==> src/rtl/traffic_pkg.sv <==
// Shared types, default timing and request decode for the three-road
// junction lamp sequencer.
package traffic_pkg;

  typedef enum logic [1:0] {
    GREEN   = 2'd0,
    YELLOW  = 2'd1,
    ALL_RED = 2'd2,
    FLASH   = 2'd3
  } tls_state_t;

  typedef enum logic [1:0] {
    ROAD_A = 2'd0,
    ROAD_B = 2'd1,
    ROAD_C = 2'd2
  } road_t;

  localparam int GREEN_MIN_DEFAULT = 8;
  localparam int YELLOW_T_DEFAULT  = 3;
  localparam int ALLRED_T_DEFAULT  = 2;
  localparam int CW_DEFAULT        = 8;

  // A request counts only when exactly one road bit is set.
  function automatic logic req_valid(input logic [2:0] req);
    return (req == 3'b100) || (req == 3'b010) || (req == 3'b001);
  endfunction

  // bit2 = A, bit1 = B, bit0 = C; only meaningful when req_valid() holds.
  function automatic road_t onehot_to_road(input logic [2:0] req);
    road_t road;
    case (req)
      3'b100:  road = ROAD_A;
      3'b010:  road = ROAD_B;
      default: road = ROAD_C;
    endcase
    return road;
  endfunction

endpackage

==> src/rtl/phase_timer.sv <==
// Phase timer: counts up from zero and holds at the limit; done flags
// that the limit has been reached. Synchronous clear wins over counting.
module phase_timer #(
  parameter int CW = 8
) (
  input  logic          clk,
  input  logic          reset,
  input  logic          clr,
  input  logic          en,
  input  logic [CW-1:0] limit,
  output logic          done
);

  logic [CW-1:0] count;

  // Saturating up-counter with synchronous clear.
  always_ff @(posedge clk or posedge reset) begin
    if (reset) begin
      count <= '0;
    end else if (clr) begin
      count <= '0;
    end else if (en && (count != limit)) begin
      count <= count + CW'(1);
    end
  end

  assign done = (count == limit);

endmodule

==> src/rtl/traffic_light_sequencer.sv <==
// Three-road junction lamp sequencer: green -> yellow -> all-red -> green
// with minimum phase durations. All lamps and busy come from registers.
// Optional maintenance flashing (yellows blink, everything else dark) is
// built when the macro TLS_FLASH_EN is defined; it adds the flash input.
//
// state   | meaning
// GREEN   | active road green, others red; waits for a new valid request
// YELLOW  | active road yellow, others red
// ALL_RED | clearance, every road red; hands right of way to next_road
// FLASH   | maintenance blink of all yellows (TLS_FLASH_EN only)
module traffic_light_sequencer
  import traffic_pkg::*;
#(
  parameter int GREEN_MIN = GREEN_MIN_DEFAULT,
  parameter int YELLOW_T  = YELLOW_T_DEFAULT,
  parameter int ALLRED_T  = ALLRED_T_DEFAULT,
  parameter int CW        = CW_DEFAULT
) (
  input  logic       clk,
  input  logic       reset,
  input  logic [2:0] req,
`ifdef TLS_FLASH_EN
  input  logic       flash,
`endif
  output logic       VMA,
  output logic       VAA,
  output logic       VDA,
  output logic       VMB,
  output logic       VAB,
  output logic       VDB,
  output logic       VMC,
  output logic       VAC,
  output logic       VDC,
  output logic       busy
);

  localparam logic [CW-1:0] GREEN_LIM  = CW'(GREEN_MIN - 1);
  localparam logic [CW-1:0] YELLOW_LIM = CW'(YELLOW_T - 1);
  localparam logic [CW-1:0] ALLRED_LIM = CW'(ALLRED_T - 1);

  tls_state_t    state, state_d;
  road_t         active, active_d;
  road_t         next_road, next_d;
  logic          flash_on, flash_on_d;
  logic          t_clr, t_done;
  logic [CW-1:0] t_lim;
  logic [2:0]    red_q, yel_q, grn_q;
  logic [2:0]    red_d, yel_d, grn_d, mask_d;
  logic          busy_q, busy_d;

  phase_timer #(.CW(CW)) u_timer (
    .clk   (clk),
    .reset (reset),
    .clr   (t_clr),
    .en    (1'b1),
    .limit (t_lim),
    .done  (t_done)
  );

  // Next-state, timer control and lamp decode of the upcoming state.
  always_comb begin
    state_d    = state;
    active_d   = active;
    next_d     = next_road;
    flash_on_d = flash_on;
    t_clr      = 1'b0;
    t_lim      = GREEN_LIM;
    case (state)
      GREEN: begin
        t_lim = GREEN_LIM;
        if (t_done && req_valid(req) && (onehot_to_road(req) != active)) begin
          next_d  = onehot_to_road(req);
          t_clr   = 1'b1;
          state_d = YELLOW;
        end
      end
      YELLOW: begin
        t_lim = YELLOW_LIM;
        if (t_done) begin
          t_clr   = 1'b1;
          state_d = ALL_RED;
        end
      end
      ALL_RED: begin
        t_lim = ALLRED_LIM;
        if (t_done) begin
          t_clr    = 1'b1;
          active_d = next_road;
          state_d  = GREEN;
        end
      end
      FLASH: begin
        t_lim = YELLOW_LIM;
        if (t_done) begin
          t_clr      = 1'b1;
          flash_on_d = ~flash_on;
        end
      end
      default: begin
        state_d = GREEN;
      end
    endcase
`ifdef TLS_FLASH_EN
    // Flash overrides everything; leaving it always clears through all-red to A.
    if (flash && (state != FLASH)) begin
      state_d    = FLASH;
      t_clr      = 1'b1;
      flash_on_d = 1'b1;
    end else if (!flash && (state == FLASH)) begin
      state_d = ALL_RED;
      next_d  = ROAD_A;
      t_clr   = 1'b1;
    end
`endif

    mask_d = 3'b001 << active_d;
    red_d  = 3'b111;
    yel_d  = 3'b000;
    grn_d  = 3'b000;
    busy_d = 1'b0;
    case (state_d)
      GREEN: begin
        red_d = ~mask_d;
        grn_d = mask_d;
      end
      YELLOW: begin
        red_d  = ~mask_d;
        yel_d  = mask_d;
        busy_d = 1'b1;
      end
      ALL_RED: begin
        busy_d = 1'b1;
      end
      FLASH: begin
        red_d = 3'b000;
        yel_d = {3{flash_on_d}};
      end
      default: begin
        red_d = 3'b111;
      end
    endcase
  end

  // Sequencer state and registered lamp outputs.
  always_ff @(posedge clk or posedge reset) begin
    if (reset) begin
      state     <= GREEN;
      active    <= ROAD_A;
      next_road <= ROAD_A;
      flash_on  <= 1'b0;
      red_q     <= 3'b110;
      yel_q     <= 3'b000;
      grn_q     <= 3'b001;
      busy_q    <= 1'b0;
    end else begin
      state     <= state_d;
      active    <= active_d;
      next_road <= next_d;
      flash_on  <= flash_on_d;
      red_q     <= red_d;
      yel_q     <= yel_d;
      grn_q     <= grn_d;
      busy_q    <= busy_d;
    end
  end

  assign VMA  = red_q[0];
  assign VMB  = red_q[1];
  assign VMC  = red_q[2];
  assign VAA  = yel_q[0];
  assign VAB  = yel_q[1];
  assign VAC  = yel_q[2];
  assign VDA  = grn_q[0];
  assign VDB  = grn_q[1];
  assign VDC  = grn_q[2];
  assign busy = busy_q;

endmodule

==> config.mk <==
export PLATFORM = sky130hd
export DESIGN_NAME = traffic_light_sequencer
export DESIGN_NICKNAME = d
export VERILOG_FILES = /design/src/rtl/traffic_pkg.sv /design/src/rtl/phase_timer.sv /design/src/rtl/traffic_light_sequencer.sv
export SDC_FILE = /design/constraint.sdc
export NUM_CORES = 1
export LEC_CHECK = 0
export ABC_AREA = 1
export BUFFER_PORTS_ARGS = -buffer_cell sky130_fd_sc_hd__buf_2
export CAP_MARGIN = 40
export CORE_MARGIN = 5
export CORE_UTILIZATION = 60
export DETAILED_ROUTE_END_ITERATION = 7
export PLACE_DENSITY = 0.86
export SYNTH_ARGS = -nofsm -noshare
export SYNTH_HDL_FRONTEND = slang
export SYNTH_SLANG_ARGS = --single-unit
==> constraint.sdc <==
create_clock -name clk -period 3.5 [get_ports clk]
set_clock_uncertainty 0.1 [all_clocks]
set_input_delay 0.525 -clock clk [delete_from_list [all_inputs] [get_ports clk]]
set_output_delay 0.525 -clock clk [all_outputs]
set_load 0.01 [all_outputs]
==> run_results.csv, run 1 <==
group,metric,value,unit
min_path,min_path_type,"primary input to async pin",
run_status,status,"completed",
route,wl_per_cell,12.2,um
grt,grt.overflow.total,0,
layout,stdcell_area,0.00141,sq mm
yosys,yosysTopAreaCellShare,0.435,
route,vias_per_cell,5.26,
cts,cts-hold-fix-buffers,0,
cts,cts.htree.levels,1,
pwr,peakVddDrop,219,uV
grt,first_global_vias,1056,
setup_path,worst_r2r_endpoint,"grn_q[2]$_DFF_PP0_",
yosys,synth.mux.area_fraction,0,
grt,grt_pass1_wl,4420,um
timing,timing_hold_violations_final,0,
pwr,power.leakage,0.000763,uW
setup_path,crit_top_cell,"sky130_fd_sc_hd__nand2_2",
placement,placed_instance_area,0.00138,sq mm
placement,hpwl,2040,um
setup_path,timing.critical_path.from,"state[0]$_DFF_PP0_",
timing,final.period_utilization,0.600,
floorplanning,placementRows,16,
yosys,largest_family_of_logic_cells_by_synthesized_area,"simple AND/OR/NAND/NOR gates",
timing,maxClockFrequency,477,MHz
setup_path,cp-end-kind,"flip-flop",
setup_path,cp.arrival,2210,ps
route,ant_nets,0,
yosys,synthesized_area_per_cell,8.16,sq um
layout,drive_above_1_share,0.201,
cts,post_cts_resized,0,
floorplanning,chipHeight,55.9,um
cts,cts.reportedPaths.clkPinSlew,130,ps
grt,grt_usage,0.175,
yosys,mappedNetlistNets,163,
setup_path,cpMaxStageDelayCell,"sky130_fd_sc_hd__dfrtp_1",
layout,sequential_cell_area,629,sq um
route,vias,1057,
timing,timing.final.setup_violations,0,
setup_path,r2r_setup_slack,1400,ps
floorplanning,die_area,0.00313,sq mm
layout,layout.filler_cells,156,
yosys,ys_ff_latch,25,
yosys,synth-xor-area-share,0.0415,
yosys,synthesized_area_fraction_occupied_by_ao_oa_aoi_and_oai_cells,0.0603,
layout,nets,183,
floorplanning,pin_count,15,
setup_path,classification_of_the_worst_setup_path,"flip-flop to flip-flop",
floorplanning,design.core.area,0.00198,sq mm
layout,utilization,0.711,
timing,layout_min_cycle_time,2100,ps
yosys,synth_top_cells_by_area,"sky130_fd_sc_hd__dfrtp_1 (44%), sky130_fd_sc_hd__nand2_1 (14%), sky130_fd_sc_hd__dfstp_2 (6.2%)",
cts,cts_post_setup_buffers_inserted,0,
layout,area_growth,11.5,%
cts,clk_latency,310,ps
layout,insertedDiodeCount,0,
setup_path,depth_of_the_worst_register_to_register_path,13,
cts,cts_inserted_buffers,3,
setup_path,worst_path_largest_cell_delay,490,ps
route,drt_pass1_iterations,4,
route,detail_route.iter0.violations,21,
timing,worst_slew_margin_rel,0.751,
cts,cts.sink_count,25,
route,detail_route.drc_violations,0,
yosys,syn_inst,155,
floorplanning,start_util,0.638,
setup_path,cp_data_required_time,3610,ps
timing,rsz0062_at_grt,"no",
timing,worst_slew_pin_slew,374,ps
yosys,ys_seq_area_frac,0.498,
pwr,pwr_density_cell,303,mW/mm^2
setup_path,crit_chain,"inv_2 > nand2_1 > nand2_1 > nand2_2 > nor2_2 > nand2_2 > nor2_2 > nand2_2 > nand2_2 > inv_2 > ha_1 > inv_1 > nor2_1",
yosys,synth_simple_gate_area_frac,0.306,
yosys,count_of_warnings_emitted_by_yosys,0,
placement,post-place-ws,1430,ps
job,cap_violations,0,
floorplanning,chipWidth,55.9,um
layout,multiInputGateArea,553,sq um
setup_path,worst-path-max-fanout,7,
placement,gp_congestion,0.813,
timing,finalMaxSlewViolations,0,
yosys,library_cell_with_the_largest_summed_area_after_synthesis,"sky130_fd_sc_hd__dfrtp_1",
setup_path,regToRegStartpoint,"state[0]$_DFF_PP0_",
yosys,post_synth_fa_ha_maj_area_fraction,0.0297,
yosys,synthDistinctLibCells,22,
cts,clock_tree.buffer_depth,2,
timing,setup_total_negative_slack,0,ps
cts,clockRootBuffer,"sky130_fd_sc_hd__clkbuf_4",
setup_path,worst_setup_path_start_kind,"flip-flop",
grt,antenna_found_initial,0,
yosys,synth.cell_area,0.00126,sq mm
route,detail_route.wirelength,2460,um
cts,cts_tree,"yes",
placement,port_buffers,14,
timing,fin_ws,1400,ps
grt,grt_start_max_net_pins,18,
[how the worst max path moves through the flow]
stage / end / slack (ps) / depth (start not counted)
detailed placement: yel_q[2]$_DFF_PP0_ / 1430 / 11
finish: grn_q[2]$_DFF_PP0_ / 1400 / 13
global route: yel_q[2]$_DFF_PP0_ / 1240 / 12
CTS: grn_q[2]$_DFF_PP0_ / 1410 / 11
floorplan: grn_q[1]$_DFF_PP0_ / 1680 / 10
global placement: yel_q[2]$_DFF_PP0_ / 1500 / 10
[Yosys cell counts]
library cell               count
sky130_fd_sc_hd__nand2_1      46
sky130_fd_sc_hd__dfrtp_1      22
sky130_fd_sc_hd__inv_1        19
sky130_fd_sc_hd__nand3_1      11
sky130_fd_sc_hd__nor2_1        9
sky130_fd_sc_hd__o21ai_0       7
sky130_fd_sc_hd__a21oi_1       5
sky130_fd_sc_hd__nand4_1       5
sky130_fd_sc_hd__nand2_2       4
sky130_fd_sc_hd__xor2_1        4
sky130_fd_sc_hd__dfstp_2       3
sky130_fd_sc_hd__ha_1          3
sky130_fd_sc_hd__inv_2         3
sky130_fd_sc_hd__nor2_2        3
sky130_fd_sc_hd__nor3_1        3
sky130_fd_sc_hd__xnor2_1       2
sky130_fd_sc_hd__and2_1        1
sky130_fd_sc_hd__nand2_4       1
sky130_fd_sc_hd__nor2_4        1
sky130_fd_sc_hd__o21ai_2       1
sky130_fd_sc_hd__o21bai_1      1
sky130_fd_sc_hd__or2_2         1
[metrics by stage]
step                power, uW  std cells  hold slack, ps
finish                    427        201            55.8
global route              447        201            71.2
CTS                       434        201            51.4
detailed placement        309        197             407
global placement          307        196             364
floorplan                 303        155             346
[critical path, delay by kind of cell (launching register included)]
kind | cells | cell delay (ps)
adders and majority gates | 1 | 190
and+or+nand+nor | 9 | 960
buffers and inverters | 3 | 260
DFF | 1 | 490
[state kept, by name, summed over array words and instances (netlist names)]
name,count
u_timer.count,8
grn_q,3
red_q,3
yel_q,3
active,2
next_road,2
state,2
busy,1
flash_on,1
[where the power goes]
part           internal (uW)  total, uW  switching, uW
Clock                   44.5        123           78.8
Sequential               289        289              0
Combinational           5.12       14.6           9.44
Total                    339        427           88.2
[cells by family (layout without fill, tap and decap cells)]
group           after synthesis  in the layout
compound gates               14             14
xor+xnor                      6              6
fa+ha+maj                     3              3
buf+inv                      22             41
flops                        25             25
simple gates                 85             85
[cell usage in the layout, fill, tap and decap left out, types with 2 or more instances in the layout]
cell type / count
sky130_fd_sc_hd__a21oi_1: 5
sky130_fd_sc_hd__buf_2: 14
sky130_fd_sc_hd__clkbuf_4: 3
sky130_fd_sc_hd__dfrtp_1: 22
sky130_fd_sc_hd__dfstp_2: 3
sky130_fd_sc_hd__ha_1: 3
sky130_fd_sc_hd__inv_1: 19
sky130_fd_sc_hd__inv_2: 3
sky130_fd_sc_hd__nand2_1: 46
sky130_fd_sc_hd__nand2_2: 4
sky130_fd_sc_hd__nand3_1: 11
sky130_fd_sc_hd__nand4_1: 5
sky130_fd_sc_hd__nor2_1: 9
sky130_fd_sc_hd__nor2_2: 3
sky130_fd_sc_hd__nor3_1: 3
sky130_fd_sc_hd__o21ai_0: 7
sky130_fd_sc_hd__xnor2_1: 2
sky130_fd_sc_hd__xor2_1: 4
[layer usage]
layer	share of wire	track usage	up-vias
met5	0	0	-
met4	0.0069	0.0475	0
met3	0.064	0.0534	4
met2	0.52	0.314	34
met1	0.40	0.201	495
li1	-	-	524
[area by class of cell]
cell class	instances	share of cell area
Multi-Input combinational cell	108	0.392
Inverter	22	0.0586
Tap cell	27	0.0240
Sequential cell	25	0.446
Clock buffer	4	0.0186
Timing Repair Buffer	15	0.0603
No activity file was read; power rests on OpenSTA's default activity.
==> run 2, diff against run 1 <==
CORE_UTILIZATION = 56   (was 60)
PLACE_DENSITY = 0.81   (was 0.86)
clock period = 2.1 ns   (was 3.5 ns; I/O delays follow)
==> run 2 against run 1 <==
- sequential power rose by 67%
- setup slack worse by 1400 ps
- wire length up 19%
- flip-flop and latch count stayed put
- die area rose by 5.8%
- largest cell class unchanged
- highest routed layer unchanged
==> run_results.csv, run 2 (synthesized netlist as in run 1, its figures left out) <==
group,metric,value,unit
pwr,comb_power_share,0.034,
timing,worst_slew_margin_rel,0.778,
pwr,proportion_of_power_drawn_by_the_clock_network,0.303,
layout,drive_above_1_share,0.281,
timing,layout_min_cycle_time,2060,ps
setup_path,worst-path-max-fanout,8,
floorplanning,design.core.area,0.00219,sq mm
route,wl_per_cell,13.7,um
cts,clk_latency,330,ps
layout,sequential_cell_area,631,sq um
setup_path,worst_setup_path_start_kind,"flip-flop",
route,detail_route.wirelength,2920,um
setup_path,depth_of_the_worst_register_to_register_path,10,
grt,grt.overflow.total,0,
layout,multiInputGateArea,579,sq um
route,vias_per_cell,5.29,
setup_path,classification_of_the_worst_setup_path,"flip-flop to flip-flop",
placement,place.detailed.instances,200,
grt,antenna_found_initial,0,
job,cap_violations,0,
cts,clockRootBuffer,"sky130_fd_sc_hd__clkbuf_4",
timing,timing.final.setup_violations,0,
grt,grt_start_max_net_pins,18,
floorplanning,die_area,0.00331,sq mm
layout,final_cell_mix,"sky130_fd_sc_hd__nand2_1 (46), sky130_fd_sc_hd__dfrtp_1 (21), sky130_fd_sc_hd__inv_1 (18)",
timing,maxClockFrequency,484,MHz
timing,final.period_utilization,0.983,
route,detail_route.iter0.violations,54,
layout,layout.filler_cells,171,
setup_path,critPathCapture,"yel_q[2]$_DFF_PP0_",
grt,grt_usage,0.169,
setup_path,cp-end-kind,"flip-flop",
cts,cts.reportedPaths.clkPinSlew,140,ps
setup_path,timing.critical_path.from,"state[0]$_DFF_PP0_",
floorplanning,placementRows,17,
cts,cts.sink_count,25,
setup_path,cp.arrival,2230,ps
cts,clock_tree.buffer_depth,2,
placement,port_buffers,14,
pwr,cellInternalPower,563,uW
timing,setup_total_negative_slack,0,ps
cts,cts_inserted_buffers,3,
run_status,status,"completed",
cts,cts_tree,"yes",
layout,layoutNonFillerInstCount,213,
pwr,power.switching,164,uW
layout,area_growth,20.2,%
setup_path,regToRegStartpoint,"state[0]$_DFF_PP0_",
layout,max_flop_register,"u_timer.count",
setup_path,worst_r2r_endpoint,"yel_q[2]$_DFF_PP0_",
timing,worst_slew_pin_slew,333,ps
grt,grt_pass1_wl,4340,um
layout,most_common_cell_after_layout_fill_and_taps_aside,"sky130_fd_sc_hd__nand2_1",
pwr,switching_share,0.225,
layout,largest_register_ffs,8,
layout,nets,194,
route,vias,1126,
pwr,pwr_density_cell,478,mW/mm^2
timing,finalMaxSlewViolations,0,
layout,insertedDiodeCount,0,
grt,first_global_vias,999,
floorplanning,pin_count,15,
pwr,power,727,uW
setup_path,r2r_setup_slack,40,ps
min_path,min_path_type,"primary input to flip-flop",
pwr,sequentialPowerShare,0.663,
placement,placed_instance_area,0.00139,sq mm
min_path,hold_crit_depth,3,
pwr,power.leakage,0.000813,uW
timing,timing_hold_violations_final,0,
route,ant_nets,0,
setup_path,cp_data_required_time,2270,ps
route,detail_route.drc_violations,0,
placement,gp_congestion,0.852,
pwr,peakVddDrop,510,uV
floorplanning,start_util,0.577,
route,drt_pass1_iterations,4,
layout,stdcell_area,0.00152,sq mm
floorplanning,chipWidth,57.5,um
placement,hpwl,2080,um
cts,cts.htree.levels,1,
floorplanning,chipHeight,57.5,um
[run 2: final cells by class]
type,count,share of cell area
Clock buffer,3,0.0148
Clock inverter,1,0.00494
Inverter,22,0.0543
Multi-Input combinational cell,108,0.381
Sequential cell,25,0.415
Tap cell,28,0.0230
Timing Repair Buffer,26,0.107
[run 2: what timing repair did]
item | 4_1_cts | 5_1_grt
endpoints found under the hold margin | 8 | 0
endpoints found under the setup margin | 1 | 7
buffers inserted | 0 | 8
resized for setup | 1 | 8
pin swaps | 0 | 4
hold buffers | 1 | 0
[run 2: worst max-delay path, cell delays in order, from the launching register on]
cell and delay, ps:
sky130_fd_sc_hd__dfrtp_2 480, sky130_fd_sc_hd__inv_2 100, sky130_fd_sc_hd__nand2_1 80, sky130_fd_sc_hd__nand2_1 80, sky130_fd_sc_hd__nand2_2 90, sky130_fd_sc_hd__nor2_4 210, sky130_fd_sc_hd__nand2_4 120, sky130_fd_sc_hd__o21ai_4 220
sky130_fd_sc_hd__ha_2 240, sky130_fd_sc_hd__nand3_1 120, sky130_fd_sc_hd__a21oi_2 160
[run 2: worst min-delay path by stage]
stage	to	slack [ps]	start
2_1_floorplan	active[0]$_DFF_PP0_	240	reset
3_3_place_gp	u_timer.count[7]$_DFFE_PP0P_	170	reset
3_5_place_dp	u_timer.count[7]$_DFFE_PP0P_	200	reset
4_1_cts	next_road[0]$_DFFE_PP0P_	220	req[1]
5_1_grt	next_road[0]$_DFFE_PP0P_	240	req[1]
6_report	next_road[0]$_DFFE_PP0P_	220	req[1]
[run 2: layer usage]
layer / GRT usage / vias to the layer above / routed length, um
met5: 0 / - / 0
met4: 0.0861 / 0 / 104
met3: 0.0271 / 11 / 167
met2: 0.271 / 44 / 1470
met1: 0.218 / 525 / 1180
li1: - / 546 / -
[run 2: through the flow]
step,hold slack [ps],worst slack (ps),util
3_3_place_gp,173,129,0.636
6_report,225,35.8,0.694
3_5_place_dp,196,30.3,0.636
5_1_grt,238,-83.6,0.694
4_1_cts,223,27.4,0.654
2_1_floorplan,240,301,-
[run 2: power by group through the flow]
stage          registers (uW)  logic (uW)  clock network, uW
2_1_floorplan             491        14.1                  0
3_3_place_gp              491        22.7                  0
3_5_place_dp              491        24.2                  0
4_1_cts                   482        25.7                228
5_1_grt                   482        29.2                250
6_report                  482        24.8                220
